File: src/rtl/div_unit.sv
// div_unit: multi-cycle radix-2 restoring divider for DIV/DIVU.
// Quotient returns on result_lo, remainder on result_hi (LO/HI split).
// One iteration per clock for WIDTH clocks, then a single DONE cycle
// in which ready pulses with the signed-corrected results.
module div_unit #(
  parameter int WIDTH = 32
) (
  input  logic             clk,
  input  logic             rst,
  input  logic [WIDTH-1:0] a,
  input  logic [WIDTH-1:0] b,
  input  logic             hassign,
  input  logic             start,
  input  logic             annul,
  output logic             busy,
  output logic             ready,
  output logic [WIDTH-1:0] result_lo,
  output logic [WIDTH-1:0] result_hi
);

  localparam int CNT_W = $clog2(WIDTH) + 1;

  typedef enum logic [1:0] {
    IDLE = 2'd0,
    RUN  = 2'd1,
    DONE = 2'd2
  } state_t;

  // Control state (reset)
  state_t           state_q, state_d;
  logic [CNT_W-1:0] cnt_q, cnt_d;
  logic             busy_q, busy_d;
  logic             ready_q, ready_d;
  logic [WIDTH-1:0] res_lo_q, res_lo_d;
  logic [WIDTH-1:0] res_hi_q, res_hi_d;

  // Datapath state (no reset; always loaded on an accepted start)
  logic [WIDTH-1:0] rem_q;
  logic [WIDTH-1:0] quo_q;
  logic [WIDTH-1:0] dvs_q;
  logic [WIDTH-1:0] araw_q;
  logic             sgn_quo_q;
  logic             sgn_rem_q;
  logic             dzero_q;

  // Iteration datapath
  logic [WIDTH:0]   rem_sh;
  logic [WIDTH:0]   trial;
  logic [WIDTH-1:0] rem_nx;
  logic [WIDTH-1:0] quo_nx;

  logic accept;
  logic last_iter;

  // Absolute value of a two's-complement operand. The most negative value
  // maps onto itself, which read as unsigned is the correct magnitude.
  function automatic logic [WIDTH-1:0] magnitude(input logic signed [WIDTH-1:0] v);
    logic signed [WIDTH-1:0] neg;
    neg = -v;
    return v[WIDTH-1] ? $unsigned(neg) : $unsigned(v);
  endfunction

  // Re-apply a sign to an unsigned magnitude.
  function automatic logic [WIDTH-1:0] apply_sign(input logic [WIDTH-1:0] m,
                                                  input logic             neg);
    return neg ? -m : m;
  endfunction

  assign accept    = (state_q == IDLE) && start && !annul;
  assign last_iter = (state_q == RUN) && (cnt_q == CNT_W'(WIDTH - 1));

  // One restoring step: shift {rem,quo} left, trial-subtract the divisor.
  // The shifted remainder needs WIDTH+1 bits because a divisor above
  // 2^(WIDTH-1) leaves remainders with the MSB set; bit WIDTH of the
  // WIDTH+1-bit difference is then the borrow.
  always_comb begin
    rem_sh = {rem_q, quo_q[WIDTH-1]};
    trial  = rem_sh - {1'b0, dvs_q};
    if (trial[WIDTH]) begin
      rem_nx = rem_sh[WIDTH-1:0];
      quo_nx = {quo_q[WIDTH-2:0], 1'b0};
    end else begin
      rem_nx = trial[WIDTH-1:0];
      quo_nx = {quo_q[WIDTH-2:0], 1'b1};
    end
  end

  // State register plus the registered outputs and counter
  always_ff @(posedge clk) begin
    if (rst) begin
      state_q  <= IDLE;
      cnt_q    <= '0;
      busy_q   <= 1'b0;
      ready_q  <= 1'b0;
      res_lo_q <= '0;
      res_hi_q <= '0;
    end else begin
      state_q  <= state_d;
      cnt_q    <= cnt_d;
      busy_q   <= busy_d;
      ready_q  <= ready_d;
      res_lo_q <= res_lo_d;
      res_hi_q <= res_hi_d;
    end
  end

  // Next-state logic; annul aborts RUN and blocks a start in IDLE
  always_comb begin
    state_d = state_q;
    unique case (state_q)
      IDLE: if (accept) state_d = RUN;
      RUN: begin
        if (annul)          state_d = IDLE;
        else if (last_iter) state_d = DONE;
      end
      DONE:    state_d = IDLE;
      default: state_d = IDLE;
    endcase
  end

  // Output logic: registered busy/ready follow the next state; results are
  // sign-corrected as the last iteration lands so they are valid in DONE.
  always_comb begin
    busy_d   = (state_d == RUN);
    ready_d  = (state_d == DONE);
    cnt_d    = cnt_q;
    res_lo_d = res_lo_q;
    res_hi_d = res_hi_q;
    if (accept) begin
      cnt_d = '0;
    end else if (state_q == RUN) begin
      cnt_d = cnt_q + 1'b1;
    end
    if ((state_q == RUN) && (state_d == DONE)) begin
      if (dzero_q) begin
        res_lo_d = '1;
        res_hi_d = araw_q;
      end else begin
        res_lo_d = apply_sign(quo_nx, sgn_quo_q);
        res_hi_d = apply_sign(rem_nx, sgn_rem_q);
      end
    end
  end

  // Operand capture on accept, then one shift/subtract step per RUN cycle
  always_ff @(posedge clk) begin
    if (accept) begin
      quo_q     <= hassign ? magnitude(a) : a;
      dvs_q     <= hassign ? magnitude(b) : b;
      rem_q     <= '0;
      araw_q    <= a;
      sgn_quo_q <= hassign & (a[WIDTH-1] ^ b[WIDTH-1]);
      sgn_rem_q <= hassign & a[WIDTH-1];
      dzero_q   <= (b == '0);
    end else if (state_q == RUN) begin
      rem_q <= rem_nx;
      quo_q <= quo_nx;
    end
  end

  assign busy      = busy_q;
  assign ready     = ready_q;
  assign result_lo = res_lo_q;
  assign result_hi = res_hi_q;

endmodule

File: config.mk
export PLATFORM = sky130hd
export DESIGN_NAME = div_unit
export DESIGN_NICKNAME = d
export VERILOG_FILES = /design/src/rtl/div_unit.sv
export SDC_FILE = /design/constraint.sdc
export NUM_CORES = 1
export LEC_CHECK = 0
export CAP_MARGIN = 20
export CELL_PAD_IN_SITES_DETAIL_PLACEMENT = 2
export CELL_PAD_IN_SITES_GLOBAL_PLACEMENT = 2
export CORE_AREA = 4 4 184 186
export CTS_BUF_LIST = sky130_fd_sc_hd__clkbuf_16
export DETAILED_ROUTE_END_ITERATION = 12
export DIE_AREA = 0 0 188 190
export DONT_BUFFER_PORTS = 1
export GPL_TIMING_DRIVEN = 0
export PLACE_DENSITY = 0.87
export SLEW_MARGIN = 20
export SYNTH_ARGS = -nofsm -noshare
export SYNTH_HDL_FRONTEND = slang
export SYNTH_SLANG_ARGS = --single-unit
File: constraint.sdc
create_clock -name clk -period 6.7 [get_ports clk]
set_clock_uncertainty 0.05 [all_clocks]
set_input_delay 1.34 -clock clk [delete_from_list [all_inputs] [get_ports clk]]
set_output_delay 1.34 -clock clk [all_outputs]
set_load 0.005 [all_outputs]
* After elaboration in Yosys (flattened, before gate mapping)
Cells that the tools add are included.
** Word-level totals
- Register bits :: 205
- Logic and storage cells :: 51
- Input port bits :: 69
- Output and inout port bits :: 66
** Cells by class
- Eq/ne operators :: 4
- Bitwise logic cells :: 3
- $add $sub $neg :: 6
- Multiplexer cells :: 16
- Reduce and logical (&&, ||, !) cells :: 9
** Operators with widths (number)
- 2-to-1 mux 32 bit :: 11
- negation 32 bit :: 4
- subtractor 33 x 32 -> 33 bit :: 1
- logical NOT 32 bit :: 1
- adder 6 x 1 -> 6 bit (second input constant) :: 1
- equality test 6 x 5 -> 1 bit (second input constant) :: 1
- 2-to-1 mux 2 bit :: 3
- equality test 2 x 1 -> 1 bit (second input constant) :: 2
- logical AND 1 bit :: 4
- one-hot mux 2 bit (2 select lines) :: 1
- AND 1 bit :: 2
- equality test 2 bit (second input constant) :: 1
- logical NOT 2 bit :: 1
- nonzero test 2 bit :: 1
- OR reduction 2 bit :: 1
- logical NOT 1 bit :: 1
- 2-to-1 mux 1 bit :: 1
- bitwise XOR 1 bit :: 1

* Logic depth before layout (Yosys ltp)
- Depth after elaboration :: 7
- Gate-level depth with buffers :: 27

* Worst setup path after synthesis
No wires, ideal clock.
- Path kind :: reg-to-reg
- Start point :: register rem_q[18]
- End point :: register res_hi_q[28] (netlist: result_hi[28])
- Setup time :: 74 ps
- Period minus slack after synthesis :: 5502 ps
- Path buffers :: 3
- Data arrival time :: 5377 ps
- Cell stages (with the launch flop) :: 23
- Setup slack :: 1198 ps
- Cells stage by stage :: dfxtp_1 > ha_1 > a21oi_1 > o21ai_1 > a41o_1 > a2111o_1 > o22ai_4 > nor2_8 > inv_4 > buf_2 > buf_2 > buf_2 > o21ai_0 > inv_1 > ha_1 > inv_1 > or4_1 > nor4_1 > a31oi_1 > or2_1 > or3_1 > or4_1 > a31oi_1
** Between the ends
- Cells in the longest elaborated chain, start to end :: 5
** Ends and longest elaborated chain
- start: declaration :: line 38 : logic [WIDTH-1:0] rem_q;
- start signal: assignment :: line 156 : rem_q <= rem_nx;
- subtractor 33 x 32 -> 33 bit :: line 78 : trial = rem_sh - {1'b0, dvs_q};
- 2-to-1 mux 32 bit * :: line 79 : if (trial[WIDTH]) begin
- negation 32 bit :: line 66 : return neg ? -m : m;
- 2-to-1 mux 32 bit * :: line 66
- 2-to-1 mux 32 bit * :: line 135 : if (dzero_q) begin
- end signal: assignment :: line 103 : res_hi_q <= res_hi_d;
- end: declaration :: line 35 : logic [WIDTH-1:0] res_hi_q, res_hi_d;
Mark *: on every way between the ends. The rest lies on a longest branch, timed or not.
A chain may end at the register's enable or synchronous reset.

* Final worst setup path
- Start point :: register rem_q[6]
- End point :: register res_hi_q[28] (netlist: result_hi[28])
The elaborated chain is that of the path after synthesis.

==> metrics.csv <==
metric,value,unit
max_stage_delay,0.64,ns
initial_core_util,39.26,%
dieArea,35720,µm²
grt_pass1_wl,81440,µm
drt-total-wl,54150,µm
netlist_area,12680,µm²
cts_sinks,205,
cts_made_buffers,24,
rr_startpoint,rem_q[6]$_SDFFE_PP0P_,
dp_slack,-0.5179,ns
holdPathStages,2,
synth_ff_type,dfxtp_1,
netlist-cell-type-count,77,
max_cap_violations,0,
relSlewSlack,30.71,%
dpl.hpwl,37930,µm
min_period,6.439,ns
grt_max_degree,40,
grt_pass1_vias,13410,
area_growth,11.70,%
worstMarginPinSlew,1.025,ns
cp_num_buf_inv,7,
async_reset_ff_share,0,%
synth-edff-count,99,
hold_buffers,0,
drt_iter0_drc,1003,
dp_cells,1911,
worstSkewPairLatency,0.57,ns
p_leak,5.139,nW
cts-root-buf,clkbuf_16,
wl_met2,26170,µm
hold_end,cnt_q[1]$_SDFFE_PP0P_,
h-tree-depth,1,
num_vias,12220,
worstPathMaxFanout,18,
rsz0062_at_grt,no,
slew_violations,0,
drive_gt1_share,5.945,%
worst_ep_required_time,7.14,ns
crit_path_end_kind,register,
antenna_found_initial,1,
grt_overflow,0,
crit_chain,ha_1 > buf_6 > a21o_1 > or2_1 > o21ai_2 > nand2_1 > a31o_2 > buf_4 > nor2_8 > inv_4 > buf_6 > buf_6 > nand2_1 > o21ai_0 > inv_1 > ha_1 > inv_1 > or4_1 > nor4_4 > a31oi_2 > or2_1 > or3_1 > or4_1 > a31oi_1,
r2r_slack,0.26,ns
seq_area_frac_synth,40.19,%
critPathSlowestCell,or4_1,
path_clk_slew,0.07,ns
rows,66,
route.detailed.drc,0,
maxClockFrequency,0.1553,GHz
peakVddDrop,167.5,µV
ant_nets,0,
setup_ws,0.2612,ns
synth.top_cell.area_share,23.45,%
clockBufferDepth,3,
synth_cells,1466,
finalWeightedCongestion,0.9044,
crit_type,reg2reg,
met1Wirelength,21460,µm
cpMostUsedCell,buf_6,
rr_endpoint,result_hi[28]$_SDFFE_PP0P_,
core-area,32290,µm²
startpoint_type,register,
synth_most_common_cell,a21oi_1,
hp-start,cnt_q[1]$_SDFFE_PP0P_,
syn_area_per_cell,8.647,µm²
portBuffers,0,
setup_viol,0,
yosysTopAreaCell,edfxtp_1,
vias_per_cell,6.245,
fin_nets,1603,
io_pins,135,
post-route-period-util,96.10,%
synth.cells.most_frequent,"148 x a21oi_1, 141 x nand2_1, 138 x o21ai_0",
finalHoldViolations,0,
status,"finished, final reports clean",
avgRoutedWirePerCell,27.67,µm
fin_cells,1957,
ys_ff_latch,205,
syn-num-nets,1573,
grt_usage,29.09,%
crit_family,simple AND/OR/NAND/NOR gates,
fp.dieW,188,µm
cts_tree,built,
first_pass_iters,5,
min_path_type,reg2reg,
ys.warnings.count,0,
top_layer_used,met4,
power.density,230.7,nW/µm²
synth.area.top_cells,"edfxtp_1 23%, dfxtp_1 17%, a21oi_1 5.8%, o21ai_0 5.4%, xor2_1 5.0%",
ff2ff_path_depth,24,
arrival,6.88,ns
dr_wl_met3,4028,µm
die_h,190,µm
[routing by layer]
layer / vias to the layer above / track usage, %
li1: 5392 / -
met1: 6207 / 35.00
met2: 465 / 50.29
met3: 157 / 7.009
met4: 0 / 11.49
met5: - / 0
[placed cells by master (no fill, tap or decap), types with 13 or more instances in the layout]
master     instances
o31ai_1           24
or4_1             13
nor2_1           131
inv_1             51
mux2i_1           30
clkbuf_16         26
or3_1             17
nand4_1           13
clkbuf_1          54
xnor2_1           69
nor3_1            52
edfxtp_1          99
nand2b_1          18
nor4_1            16
ha_1              37
o211ai_1          22
nand2_1          141
and2_1            13
a21oi_1          148
nand3_1           13
dfxtp_1          104
o21ai_0          138
xor2_1            73
[timing repair]
| item | in CTS | in global routing |
|---|---|---|
| endpoints found under the setup margin | 11 | 1 |
| pin swaps | 2 | 0 |
| setup buffers | 2 | 0 |
| resized for setup | 5 | 7 |
[cell type report]
type	instances	area, µm²
Antenna cell	1	2.502
Buffer	77	332.8
Clock buffer	26	650.6
Clock inverter	18	162.7
Fill cell	3490	18130
Inverter	52	197.7
Multi-Input combinational cell	1131	7103
Sequential cell	205	5097
Tap cell	442	553.0
Timing Repair Buffer	5	60.06
[state kept, by name, summed over array words and instances, names as in the netlist, 2 cells and up]
register / count
state_q: 2
araw_q: 32
quo_q: 32
dvs_q: 32
result_hi: 32
result_lo: 32
cnt_q: 6
rem_q: 32
[stage by stage]
step	hold WS (ns)	total power (W)	area (µm²)	utilization, %	TNS [ns]
floorplan	0.3982	0.001710	12680	-	0
global placement	0.4143	0.001814	13230	40.98	-0.4815
detailed placement	0.4312	0.001842	13290	41.15	-1.057
CTS	0.4412	0.003251	14130	43.76	0
global route	0.4672	0.003349	14160	43.85	0
finish	0.4371	0.003267	14160	43.85	0
[report_power, final]
part	total (W)	switching, W	internal [W]
logic	0.000444	0.000296	0.000148
clock network	0.00142	0.000634	0.000785
registers	0.00140	0.0000357	0.00137
total	0.00327	0.000965	0.00230
[tightest hold or removal path: stages, from the launching register on]
cell	delay [ns]
dfxtp_1	0.32
nand2_1	0.06
a21oi_1	0.06
[worst max path at each step]
stage	startpoint	end	cells past startpoint	slack, ns
global placement	rem_q[18]$_SDFFE_PP0P_	result_hi[28]$_SDFFE_PP0P_	22	-0.37
floorplan	rem_q[18]$_SDFFE_PP0P_	result_hi[28]$_SDFFE_PP0P_	22	1.20
CTS	quo_q[31]$_DFFE_PP_	result_hi[28]$_SDFFE_PP0P_	24	0.15
detailed placement	rem_q[18]$_SDFFE_PP0P_	result_hi[28]$_SDFFE_PP0P_	22	-0.52
finish	rem_q[6]$_SDFFE_PP0P_	result_hi[28]$_SDFFE_PP0P_	24	0.26
global route	rem_q[6]$_SDFFE_PP0P_	result_hi[28]$_SDFFE_PP0P_	24	0.02
[kinds of logic (layout without fill, tap and decap cells)]
kind of cell	after synthesis	in the layout	share of synthesized area, %
and+or+nand+nor	475	475	18.07
buffers and inverters	130	178	4.076
DFF	205	205	40.19
other	0	1	0
adders and majority gates	38	38	3.810
AOI/OAI and AO/OA	446	446	21.67
xor gates and xnor gates	142	142	9.810
muxes	30	30	2.369
(Power assumes the default switching activity.)
